**src/rtl/bip_pkg.sv**
```systemverilog
// bip_pkg: opcode, mux-select and state encodings shared by the BIP control unit.
package bip_pkg;
  localparam logic [4:0] OP_HLT  = 5'b00000;
  localparam logic [4:0] OP_STO  = 5'b00001;
  localparam logic [4:0] OP_LD   = 5'b00010;
  localparam logic [4:0] OP_LDI  = 5'b00011;
  localparam logic [4:0] OP_ADD  = 5'b00100;
  localparam logic [4:0] OP_ADDI = 5'b00101;
  localparam logic [4:0] OP_SUB  = 5'b00110;
  localparam logic [4:0] OP_SUBI = 5'b00111;
  localparam logic [4:0] OP_JMP  = 5'b01000;
  localparam logic [4:0] OP_BEQ  = 5'b01001;
  localparam logic [4:0] OP_BNE  = 5'b01010;
  localparam logic [1:0] SELA_RAM = 2'b00;
  localparam logic [1:0] SELA_IMM = 2'b01;
  localparam logic [1:0] SELA_ALU = 2'b10;
  localparam logic [0:0] ST_RUN  = 1'b0;
  localparam logic [0:0] ST_HALT = 1'b1;
  typedef struct packed {
    logic [1:0] sel_a;
    logic       sel_b;
    logic       wr_acc;
    logic       op;
    logic       wr_ram;
    logic       rd_ram;
    logic       hlt;
    logic       jmp;
    logic       beq;
    logic       bne;
  } dec_t;
endpackage

```
**src/rtl/bip_decoder.sv**
```systemverilog
// bip_decoder: combinational opcode to datapath-strobe and branch-type decode.
module bip_decoder
  import bip_pkg::*;
#(
  parameter int OPC_W = 5
) (
  input  logic [OPC_W-1:0] opc_i,
  output dec_t             dec_o
);
  always_comb begin
    dec_o = '0;
    case (opc_i)
      OPC_W'(OP_HLT): dec_o.hlt = 1'b1;
      OPC_W'(OP_STO): dec_o.wr_ram = 1'b1;
      OPC_W'(OP_LD): begin
        dec_o.sel_a  = SELA_RAM;
        dec_o.rd_ram = 1'b1;
        dec_o.wr_acc = 1'b1;
      end
      OPC_W'(OP_LDI): begin
        dec_o.sel_a  = SELA_IMM;
        dec_o.wr_acc = 1'b1;
      end
      OPC_W'(OP_ADD), OPC_W'(OP_SUB): begin
        dec_o.sel_a  = SELA_ALU;
        dec_o.op     = opc_i == OPC_W'(OP_SUB);
        dec_o.rd_ram = 1'b1;
        dec_o.wr_acc = 1'b1;
      end
      OPC_W'(OP_ADDI), OPC_W'(OP_SUBI): begin
        dec_o.sel_a  = SELA_ALU;
        dec_o.sel_b  = 1'b1;
        dec_o.op     = opc_i == OPC_W'(OP_SUBI);
        dec_o.wr_acc = 1'b1;
      end
      OPC_W'(OP_JMP): dec_o.jmp = 1'b1;
      OPC_W'(OP_BEQ): dec_o.beq = 1'b1;
      OPC_W'(OP_BNE): dec_o.bne = 1'b1;
      default: ;
    endcase
  end
endmodule

```
**src/rtl/bip_control_v2.sv**
```systemverilog
// bip_control_v2: BIP program counter, run/halt FSM, step gating and instruction counter.
module bip_control_v2
  import bip_pkg::*;
#(
  parameter int INST_W = 16,
  parameter int OPC_W  = 5,
  parameter int ADDR_W = 11,
  parameter int CNT_W  = 16
) (
  input  logic              i_clk,
  input  logic              i_rst,
  input  logic [INST_W-1:0] i_instdata,
  input  logic              i_acc_zero,
  input  logic              i_step_en,
  input  logic              i_step,
  output logic [ADDR_W-1:0] o_addr_pm,
  output logic [ADDR_W-1:0] o_operand,
  output logic [1:0]        o_selA,
  output logic              o_selB,
  output logic              o_wrAcc,
  output logic              o_op,
  output logic              o_wrRam,
  output logic              o_rdRam,
  output logic              o_halted,
  output logic [CNT_W-1:0]  o_icount
);
  logic [ADDR_W-1:0] pc_q, pc_d;
  logic [0:0]        st_q, st_d;
  logic [CNT_W-1:0]  cnt_q, cnt_d;
  logic              adv, take;
  dec_t              dec;
  bip_decoder #(.OPC_W(OPC_W)) u_dec (
    .opc_i (i_instdata[INST_W-1 -: OPC_W]),
    .dec_o (dec)
  );
  // reset is folded into adv so an asserted reset kills strobes combinationally
  always_comb begin
    adv      = i_rst && st_q == ST_RUN && (!i_step_en || i_step);
    take     = dec.jmp || (dec.beq && i_acc_zero) || (dec.bne && !i_acc_zero);
    pc_d     = (!adv || dec.hlt) ? pc_q : take ? o_operand : pc_q + ADDR_W'(1);
    st_d     = (adv && dec.hlt) ? ST_HALT : st_q;
    cnt_d    = (adv && !(&cnt_q)) ? cnt_q + CNT_W'(1) : cnt_q;
    o_selA   = adv ? dec.sel_a : SELA_RAM;
    o_selB   = adv && dec.sel_b;
    o_wrAcc  = adv && dec.wr_acc;
    o_op     = adv && dec.op;
    o_wrRam  = adv && dec.wr_ram;
    o_rdRam  = adv && dec.rd_ram;
  end
  assign o_operand = i_instdata[ADDR_W-1:0];
  assign o_addr_pm = pc_q;
  assign o_halted  = st_q == ST_HALT;
  assign o_icount  = cnt_q;
  always_ff @(posedge i_clk or negedge i_rst) begin
    if (!i_rst) begin
      pc_q  <= '0;
      st_q  <= ST_RUN;
      cnt_q <= '0;
    end else begin
      pc_q  <= pc_d;
      st_q  <= st_d;
      cnt_q <= cnt_d;
    end
  end
endmodule
```
**config.mk**
```make
export PLATFORM = sky130hd
export DESIGN_NAME = bip_control_v2
export DESIGN_NICKNAME = d
export VERILOG_FILES = /design/src/rtl/bip_pkg.sv /design/src/rtl/bip_decoder.sv /design/src/rtl/bip_control_v2.sv
export SDC_FILE = /design/constraint.sdc
export NUM_CORES = 1
export LEC_CHECK = 0
export ABC_AREA = 1
export BUFFER_PORTS_ARGS = -buffer_cell sky130_fd_sc_hd__buf_2
export CORE_ASPECT_RATIO = 1.1
export CORE_MARGIN = 4
export CORE_UTILIZATION = 51
export DETAILED_ROUTE_END_ITERATION = 10
export PLACE_DENSITY = 0.93
export SETUP_SLACK_MARGIN = 0.05
export SYNTH_ARGS = -nofsm -noshare
export SYNTH_HDL_FRONTEND = slang
export SYNTH_SLANG_ARGS = --single-unit
```
**constraint.sdc**
```tcl
create_clock -name i_clk -period 1.9 [get_ports i_clk]
set_clock_uncertainty 0.05 [all_clocks]
set_input_delay 0.38 -clock i_clk [delete_from_list [all_inputs] [get_ports i_clk]]
set_output_delay 0.38 -clock i_clk [all_outputs]
set_load 0.01 [all_outputs]
```
Word-level counts from Yosys, hierarchy flattened
Index checks and enable logic that the tools add are counted.

storage, ports and cells
  bits in registers = 28
  input port bits = 21
  output and inout port bits = 46
  word-level logic and storage cells = 54

cells by class
  add/subtract/negate cells = 2
  equality and inequality tests = 10
  mux-type cells = 12
  bitwise gates (word level) = 1
  reductions and logical operators = 26

operator list
  cell                   count
  $eq 5x3->1 const B     4
  $add 16x1->16 const B  1
  $reduce_and 16->1      1
  $eq 5x4->1 const B     3
  $add 11x1->11 const B  1
  $logic_and 1x1->1      11
  $mux 11                1
  $eq 5x2->1 const B     2
  $mux 1                 8
  $reduce_or 6->1        1
  $eq 5x1->1 const B     1
  $logic_not 5->1        1
  $logic_not 1->1        4
  $logic_or 1x1->1       4
  $pmux 2 s2             1
  $reduce_or 2->1        2
  $reduce_or 4->1        1
  $reduce_or 3->1        1
  $mux 2                 1
  $pmux 1 s2             1
  $not 1->1              1

Logic depth before layout (Yosys ltp)
  depth in word-level cells = 6
  gate-level depth with buffers = 10
  gate-level depth less buffers = 9

Modules after synthesis
A second synthesis with hierarchy kept.

second synthesis, totals
  cells, all modules = 331
  area total of the unflattened synthesis = 2185.8 um^2

modules (own cells, without submodules)
  module          instances  cells an instance  area each (um^2)  seq. area each (um^2)
  bip_control_v2  1          303                2068.2            700.7
  bip_decoder     1          28                 117.6             0.0

Worst setup path after synthesis
OpenSTA, ideal clock, no wires.

  kind = register to register
  start point = register cnt_q[0] (netlist: o_icount[0])
  end point = register cnt_q[3] (netlist: o_icount[3])
  library setup time = 0.117 ns
  arrival = 1.435 ns
  data required time = 1.733 ns
  path slack = 0.298 ns
  cell stages (with the launch flop) = 10
  buffers on the path = 1
  clock period less this slack = 1.602 ns
  path through = dfrtp_1 ha_1 nand3_1 nor2_4 nand2_2 nand2_4 inv_4 buf_6 nand2_1 nand2_1

on the way
  longest elaborated chain between the ends = 3
  elaborated cells on any way between the ends = 4
  those cells by class = add/sub: 1; reduce/logical: 3

RTL lines
  element                                                                line                  source
  from (decl)                                                            bip_control_v2.sv:29  logic [CNT_W-1:0] cnt_q, cnt_d;
  from (signal assigned)                                                 bip_control_v2.sv:62  cnt_q <= cnt_d;
  parallel branches: the longest is 3 deep, another holds $add 16x1->16  --

Parallel ways; which one is timed is not known.
A chain may end at the register's enable or synchronous reset.

Worst setup path after layout
  start point = register st_q (netlist: o_halted)
  end point = output o_wrRam

on the way
  longest elaborated chain between the ends = 4

RTL lines
  element                          line                  source
  from (decl)                      bip_control_v2.sv:28  logic [0:0] st_q, st_d;
  from (signal assigned)           bip_control_v2.sv:61  st_q <= st_d;
  $not 1->1                        bip_control_v2.sv:38  adv = i_rst && st_q == ST_RUN && (!i_step_en || i_step);
  $logic_and 1x1->1 (2 in series)  bip_control_v2.sv:38
  $logic_and 1x1->1                bip_control_v2.sv:47  o_wrRam = adv && dec.wr_ram;
  to (decl)                        bip_control_v2.sv:22  output logic o_wrRam,

Every way passes these cells.

==> impl_results.md <==
- Crit-path leading delay family: buffers and inverters
- I/O Pins: 67
- Worst path required time: 1.47 ns
- Skew-Pair Late Insertion Delay: 0.28 ns
- Vias after detailed routing: 2,063
- Worst-case clock buffer depth: 2
- Die width: 67.8 um
- CTS root buffer: clkbuf_8
- Area leader, netlist: dfrtp_1
- Avg WL per Cell: 11.4 um
- Final setup fails: 0
- Remaining antenna violation count: 0
- Layout cells sized above 1: 23.7%
- Rel. slew slack: 75.5%
- Drt pass-1 iters: 4
- Setup tns final: 0 ns
- Slowest CP cell: dfrtp_1
- Drc violations: 0
- Unrepaired setup endpoints after global routing: true
- Nets: 395
- Syn nets: 334
- Clk sinks: 28
- Core area: 3710 um2
- Buffers on Ports: 66
- Initial antenna violation count: 0
- Seq/Total Area, Yosys: 34.9%
- CTS tree: done
- Mapped Area: 2010 um2
- FF+latch count, synth: 28
- Period utilisation layout: 92.3%
- Fin. Hold Viols: 0
- Drt initial violations: 60
- Mapped Cells: 311
- Crit-path cells: inv_1 -> nand3_1 -> buf_4 -> nor4_1 -> buf_2
- Slowest Stage Delay on Critical Path: 0.38 ns
- Largest net degree at the start of global routing: 29
- H-tree levels: 1
- Vias in the first global route: 1,838
- Outcome: finished clean
- GRT Total Usage: 19.8%
- Worst-path clk slew: 0.10 ns
- Top area cells in the synthesized netlist: dfrtp_1 (35%), nand2_1 (25%), nor2_1 (7.5%)
- Pleak: 1.36 nW
- Synth-to-layout area growth: 18.8%
- Max Slew Vio Count: 0
- # diodes: 0
- DP HPWL: 3680 um
- Final GP Congestion: 0.920
- Worst-margin pin slew: 0.368 ns
- Max-Cap Viols: 0
- Cell variety after synth: 22
- Bufs and invs on worst path: 3
- Remaining Overflow, GRT: 0
- Avg Vias per Cell: 4.90
- CP Launch Type: flip-flop
- First-pass GRT wire length: 7760 um
- Fmax: 570 MHz
- Worst VDD drop: 0.256 mV
- Fill count: 323
- Share of the synthesized area in the top cell type: 34.9%
- Die Span Y: 73.8 um
- Hold Crit Class: primary input to async pin
- Register area: 701 um2
- Critical path endpoint category: primary output
- Synth Warn #: 0
- Critical path arrival: 1.32 ns
- Multi-input gate area: 1080 um2
- Min Clock Period, post-route: 1.75 ns
- Cell Pwr Density: 442 nW/um2
- Initial core utilization: 54.0%
- Die area: 5000 um2
- CP Max Fanout: 5
- Final WL: 4790 um
- Rows: 23
- Clock buffer count from CTS: 3
- Final hold slack: 0.0770 ns
- Hold Buf Count CTS: 0
- Mean post-synth cell area: 6.45 um2
- Setup CP Type: flip-flop to primary output
## where the power goes
group | switching, mW | internal [mW]
clock network | 0.193 | 0.186
registers | 0 | 0.595
logic | 0.0480 | 0.0305
total | 0.241 | 0.812
## final timing paths
| check | start | slack (ns) | cells after the start | to |
|---|---|---|---|---|
| min | i_rst | 0.08 | 2 | o_icount[9] |
| max reg2reg | o_icount[0] | 0.22 | 8 | o_icount[1] |
| max in group asynchronous | i_rst | 1.45 | 2 | o_icount[7] |
| min in group i_clk | i_instdata[0] | 0.38 | 5 | o_addr_pm[0] |
| min reg2reg | o_halted | 0.46 | 2 | o_halted |
| max | o_halted | 0.15 | 5 | o_wrRam |
## routing by layer
metal  up-vias  global-route usage, %  part of all wire, %
li1       1072                      -                    -
met1       942                   25.2                   44
met2        44                   34.9                   51
met3         5                   1.53                  4.0
met4         0                   6.84                  1.4
met5         -                      0                    0
## flip-flops by register name, summed over array words and instances, names as in the netlist
signal     count
o_halted       1
o_icount      16
o_addr_pm     11
## cell families (layout without fill, tap and decap cells)
logic type | count (synthesis) | after routing | share of synthesized area [%]
and+or+nand+nor | 213 | 213 | 44.6
AOI/OAI and AO/OA | 15 | 15 | 3.74
adders and majority gates | 2 | 2 | 1.25
buffers and inverters | 44 | 104 | 11.5
DFF | 28 | 28 | 34.9
xor gates and xnor gates | 9 | 9 | 3.93
## stage by stage
stage / utilization [%] / setup slack (ns) / area, um2 / cells / power [mW]
after global placement: 62.0 / 0.184 / 2300 / 415 / 0.685
after floorplan: - / 0.298 / 2010 / 311 / 0.649
after global routing: 64.2 / 0.0307 / 2380 / 421 / 1.08
final: 64.2 / 0.146 / 2380 / 421 / 1.05
after CTS: 63.5 / 0.122 / 2360 / 419 / 1.06
after detailed placement: 62.0 / 0.155 / 2300 / 415 / 0.686
## layout make-up
type	count	share of cell area [%]
flip-flops and latches	28	29.4
well taps	50	2.63
inverters	29	4.67
clock buffers	4	2.31
multi-input cells	239	45.5
repair buffers	71	15.4
## cell usage after synthesis, drive strengths merged
cell type / number
buf: 14
xor2: 3
inv: 29
dfrtp: 28
nand3b: 5
nand2: 141
nor4: 2
nand4: 6
nor3: 1
o21ai: 15
nor2: 42
nand3: 16
xnor2: 6
ha: 2
clkbuf: 1
## placed cells by master, fill, tap and decap left out
cell and count:
xnor2_1 6, nand4_1 6, nor3_1 1, nor4_1 1, buf_2 66, inv_1 26, dfrtp_1 28, inv_2 2
ha_1 2, buf_4 5, nand2_1 135, clkbuf_8 4, nand3_2 1, xor2_1 3, nand3_1 15, nor2_4 2
nor4_2 1, inv_4 1, nand3b_1 5, nor2_1 40, nand2_4 1, o21ai_0 15, nand2_2 5
## repair_timing
action                                  4_1_cts  5_1_grt
buffers inserted                              0        2
endpoints found under the setup margin        1       17
resized for setup                             1        2
(Power assumes the default switching activity.)
